==> src/rtl/seg7_scan_ctrl.sv <==
// Multiplexed seven-segment scan controller. It holds memory-mapped data and control
// registers and scans one digit per prescaler slot onto two segment buses.
module seg7_scan_ctrl #(
    parameter int NUM_DIGITS      = 8,
    parameter int GROUP_SIZE      = 4,
    parameter int DIV_CNT         = 15000,
    parameter bit AN_ACTIVE_HIGH  = 1'b1,
    parameter bit SEG_ACTIVE_HIGH = 1'b1
) (
    input  logic                  clk,
    input  logic                  rst,
    input  logic                  wr_en,
    input  logic                  wr_sel,
    input  logic [31:0]           wr_data,
    output logic [7:0]            seg_lo,
    output logic [7:0]            seg_hi,
    output logic [NUM_DIGITS-1:0] an
);

    localparam int CW = $clog2(DIV_CNT);
    localparam int IW = (NUM_DIGITS > 1) ? $clog2(NUM_DIGITS) : 1;
    // XOR masks that turn active-high internal values into the pin polarity
    localparam logic [7:0]            SEG_OFF = SEG_ACTIVE_HIGH ? 8'h00 : 8'hff;
    localparam logic [NUM_DIGITS-1:0] AN_OFF  = AN_ACTIVE_HIGH ? '0 : '1;

    logic [31:0]           data_q;
    logic [NUM_DIGITS-1:0] dp_q;
    logic [NUM_DIGITS-1:0] en_q;
    logic                  lzs_q;
    logic [CW-1:0]         pre_cnt;
    logic [IW-1:0]         idx;
    logic [IW-1:0]         idx_nxt;
    logic                  tick;
    logic [NUM_DIGITS-1:0] zero_from;
    logic [3:0]            nib;
    logic [7:0]            lit;
    logic [7:0]            lo_nxt;
    logic [7:0]            hi_nxt;
    logic [NUM_DIGITS-1:0] an_nxt;

    function automatic logic [7:0] glyph_of(input logic [3:0] n);
        case (n)
            4'h0: return 8'hfc;
            4'h1: return 8'h60;
            4'h2: return 8'hda;
            4'h3: return 8'hf2;
            4'h4: return 8'h66;
            4'h5: return 8'hb6;
            4'h6: return 8'hbe;
            4'h7: return 8'he0;
            4'h8: return 8'hfe;
            4'h9: return 8'hf6;
            4'ha: return 8'hee;
            4'hb: return 8'h3e;
            4'hc: return 8'h9c;
            4'hd: return 8'h7a;
            4'he: return 8'h9e;
            default: return 8'h8e;
        endcase
    endfunction

    always_ff @(posedge clk or negedge rst) begin
        if (!rst) begin
            data_q <= '0;
            dp_q   <= '0;
            en_q   <= '1;
            lzs_q  <= 1'b0;
        end else if (wr_en) begin
            if (wr_sel) begin
                dp_q  <= wr_data[NUM_DIGITS-1:0];
                en_q  <= wr_data[8 +: NUM_DIGITS];
                lzs_q <= wr_data[16];
            end else begin
                data_q <= wr_data;
            end
        end
    end

    assign tick    = (pre_cnt == CW'(DIV_CNT - 1));
    assign idx_nxt = (idx == IW'(NUM_DIGITS - 1)) ? '0 : idx + IW'(1);

    always_ff @(posedge clk or negedge rst) begin
        if (!rst) begin
            pre_cnt <= '0;
            idx     <= '0;
        end else begin
            pre_cnt <= tick ? '0 : pre_cnt + CW'(1);
            if (tick) idx <= idx_nxt;
        end
    end

    // zero_from[i]: every nibble of digit i and above is zero
    for (genvar i = 0; i < NUM_DIGITS; i++) begin : g_lz
        assign zero_from[i] = (data_q[4*NUM_DIGITS-1:4*i] == '0);
    end

    assign nib = data_q[{idx_nxt, 2'b00} +: 4];

    always_comb begin
        lit    = glyph_of(nib);
        an_nxt = '0;
        if (lzs_q && idx_nxt != '0 && zero_from[idx_nxt]) lit = 8'h00;
        lit[0] = lit[0] | dp_q[idx_nxt];
        an_nxt[idx_nxt] = 1'b1;
        if (!en_q[idx_nxt]) begin
            lit    = 8'h00;
            an_nxt = '0;
        end
        lo_nxt = 8'h00;
        hi_nxt = 8'h00;
        if (32'(idx_nxt) < GROUP_SIZE) lo_nxt = lit;
        else                           hi_nxt = lit;
    end

    // Outputs reflect the digit being entered, built from register contents before this edge
    always_ff @(posedge clk or negedge rst) begin
        if (!rst) begin
            seg_lo <= SEG_OFF;
            seg_hi <= SEG_OFF;
            an     <= AN_OFF;
        end else if (tick) begin
            seg_lo <= lo_nxt ^ SEG_OFF;
            seg_hi <= hi_nxt ^ SEG_OFF;
            an     <= an_nxt ^ AN_OFF;
        end
    end

endmodule

==> config.mk <==
export PLATFORM = sky130hd
export DESIGN_NAME = seg7_scan_ctrl
export DESIGN_NICKNAME = d
export VERILOG_FILES = /design/src/rtl/seg7_scan_ctrl.sv
export SDC_FILE = /design/constraint.sdc
export NUM_CORES = 1
export LEC_CHECK = 0
export CAP_MARGIN = 25
export CORE_MARGIN = 2
export CORE_UTILIZATION = 65
export DETAILED_ROUTE_END_ITERATION = 7
export DONT_BUFFER_PORTS = 1
export PLACE_DENSITY = 0.81
export SLEW_MARGIN = 25
export SYNTH_ARGS = -nofsm -noshare
export SYNTH_HDL_FRONTEND = slang
export SYNTH_SLANG_ARGS = --single-unit
==> constraint.sdc <==
create_clock -name clk -period 4.99 [get_ports clk]
set_input_delay 1.497 -clock clk [delete_from_list [all_inputs] [get_ports clk]]
set_output_delay 1.497 -clock clk [all_outputs]
set_load 0.1 [all_outputs]
==> impl_metrics.env <==
export IMPL_synth_main_ff_cell="dfrtp_1"
export IMPL_drtAntennaViolNets=0
export IMPL_critPathLaunchType="register"
export IMPL_path_cells="ha_1, ha_1, or2_1, mux4_2, mux2i_4, inv_4, ha_1, mux2i_1, o32a_1, a22o_1"
export IMPL_p_sw_mw=0.3736
export IMPL_grt_pass1_vias=2770
export IMPL_synth_warnings=0
export IMPL_cts_root_buf="clkbuf_8"
export IMPL_clk_pin_slew_ns=0.09
export IMPL_ys_types=52
export IMPL_fin_crit_ns=3.209
export IMPL_critPathMaxStageDelay_ns=0.62
export IMPL_grtUsageMet1=0.3316
export IMPL_status="completed"
export IMPL_met3_usage=0.07393
export IMPL_internal_power_mw=1.104
export IMPL_clk_latency_ns=0.35
export IMPL_async_reset_ff_frac=1.000
export IMPL_path_common_cell="ha_1"
export IMPL_wl_per_cell_um=20.59
export IMPL_pwr_share_comb=0.121
export IMPL_rsz0062_at_grt="false"
export IMPL_synth_area_leaders="dfrtp_1 (48%), mux2_2 (13%), mux4_2 (5.3%)"
export IMPL_drv_slew=0
export IMPL_ios=60
export IMPL_io_buffer_count=0
export IMPL_ctsHoldBuffers=0
export IMPL_syn_area_um2=4289
export IMPL_worst_pin_slew_ns=0.9318
export IMPL_ctsResizeCount=0
export IMPL_setup_violations=0
export IMPL_critPathKind="register to register"
export IMPL_crit_required_ns=5.22
export IMPL_dp_cells=392
export IMPL_die_h_um=85.23
export IMPL_max_freq_ghz=0.3116
export IMPL_cts_buffer_depth=2
export IMPL_start_util=0.6755
export IMPL_instances_no_fill=408
export IMPL_vias=2742
export IMPL_die_w_um=85.23
export IMPL_switching_share=0.2528
export IMPL_n_antenna_cell=0
export IMPL_clkPwrFrac=0.304
export IMPL_fin_setup_tns_ns=0
export IMPL_syn_num_nets=372
export IMPL_ys_ff_latch=90
export IMPL_syn_avg_cell_area_um2=13.00
export IMPL_place_hpwl_um=6135
export IMPL_num_nets_final=368
export IMPL_post_synth_top_count_cell="dfrtp_1"
export IMPL_syn_inst=330
export IMPL_rrSetupSlack_ns=1.78
export IMPL_coreArea_um2=6350
export IMPL_gp_congestion=0.9802
export IMPL_hp_class="register to register"
export IMPL_grt_overflow=0
export IMPL_wl_um=8402
export IMPL_yosysTopAreaCell="dfrtp_1"
export IMPL_cap_violations=0
export IMPL_cts_tree="yes"
export IMPL_drive_gt1_frac=0.2840
export IMPL_ys_seq_area_frac=0.5274
export IMPL_drc=0
export IMPL_drt_pass1_iterations=4
export IMPL_synthTopCellsByCount="dfrtp_1 (82), mux2_2 (49), nand2_1 (22)"
export IMPL_cpMaxStageDelayCell="mux4_2"
export IMPL_grt_busiest_layer="met2"
export IMPL_final_hold_viol_count=0
export IMPL_clock_skew_ns=0.008302
export IMPL_die_area_um2=7264
export IMPL_cp_top_family="multiplexers"
export IMPL_synth_top_area_share=0.4784
export IMPL_finalCritPeriodShare=0.6430
export IMPL_grtUsageMet2=0.4013
export IMPL_first_iter_violations=265
export IMPL_critPathCaptureType="register"
export IMPL_cts_setup_buffers=0
export IMPL_fp_row_count=29
export IMPL_synth_edf_count=0
export IMPL_pwr_share_seq=0.575
export IMPL_power_density_nw_per_um2=327.8
export IMPL_grt_start_max_net_pins=91
export IMPL_track_usage=0.2517
export IMPL_ir_drop_mv=0.2817
export IMPL_total_leakage_power_nw=1.917
export IMPL_worstPathArrival_ns=3.44
export IMPL_vias_per_cell=6.721
export IMPL_antenna_found_initial=0
export IMPL_numCtsBuffers=9
export IMPL_areaGrowthSynthToFinish_pct=5.105
export IMPL_htreeDepth=3
export IMPL_cts_num_sinks=90
export IMPL_slew_headroom=0.3788
export IMPL_path_max_fanout=15
export IMPL_critPathBufInv=1
export IMPL_grt_pass1_wl_um=14050
power by group through the flow:
stage | combinational (mW) | clock (mW) | sequential [mW]
floorplan | 0.155 | 0 | 0.835
global placement | 0.170 | 0 | 0.859
detailed placement | 0.178 | 0 | 0.863
CTS | 0.178 | 0.461 | 0.848
global route | 0.196 | 0.487 | 0.855
finish | 0.178 | 0.450 | 0.850
area by class of cell:
type	instances	area, um^2
clock buffers	12	155.1
fillers	436	1842
clock inverters	4	26.28
multi-input cells	220	1939
repair buffers	2	15.01
well taps	77	96.34
flip-flops and latches	90	2262
inverters	3	13.76
cells in the final DEF (no fill, tap or decap), drive strengths merged, types with 8 or more instances in the layout:
cell type	instances
nor2	16
a22o	17
mux4	11
clkbuf	12
nand2	22
dfrtp	82
nand3	9
dfstp	8
mux2	51
nor4	9
xor2	8
state kept, by name (all words and copies together), names as in the netlist:
| name | count |
|---|---|
| idx | 3 |
| seg_lo | 8 |
| an | 8 |
| dp_q | 8 |
| lzs_q | 1 |
| pre_cnt | 14 |
| seg_hi | 8 |
| en_q | 8 |
| data_q | 32 |
routing by layer:
layer  part of all wire  wire length, um
met1               0.41             3422
met2               0.50             4217
met3              0.067              560
met4              0.024              201
met5                  0                0
per-stage QoR:
step / worst slack (ns) / power [mW] / area [um^2] / utilization / hold slack [ns]
final: 1.781 / 1.478 / 4508 / 0.7100 / 0.5091
after global routing: 1.519 / 1.538 / 4508 / 0.7100 / 0.5261
after CTS: 1.765 / 1.488 / 4508 / 0.7100 / 0.5154
after detailed placement: 1.791 / 1.040 / 4327 / 0.6814 / 0.4996
after global placement: 1.906 / 1.029 / 4327 / 0.6814 / 0.4784
after floorplan: 2.084 / 0.9900 / 4289 / - / 0.4563
path summary, 6_finish.rpt:
path                                       startpoint                     to  cells past startpoint
max in group asynchronous                         rst    en_q[4]$_DFFE_PN1P_                      0
worst max-delay path               idx[0]$_DFFE_PN0N_  seg_hi[6]$_DFFE_PN0N_                     10
min in group asynchronous                         rst   pre_cnt[9]$_DFF_PN0_                      0
worst min-delay path            pre_cnt[10]$_DFF_PN0_  pre_cnt[10]$_DFF_PN0_                      1
worst min register to register  pre_cnt[10]$_DFF_PN0_  pre_cnt[10]$_DFF_PN0_                      1
worst max register to register     idx[0]$_DFFE_PN0N_  seg_hi[6]$_DFFE_PN0N_                     10
cell families (layout without fill, tap and decap cells):
family	after synthesis	count (layout)	synth area share
mux	68	68	0.2141
fa+ha+maj	6	6	0.01750
simple gates	86	86	0.1062
flops	90	90	0.5274
buf+inv	20	21	0.02100
compound gates	47	47	0.08722
xor+xnor	13	13	0.02655
No activity file was read; power rests on OpenSTA's default activity.
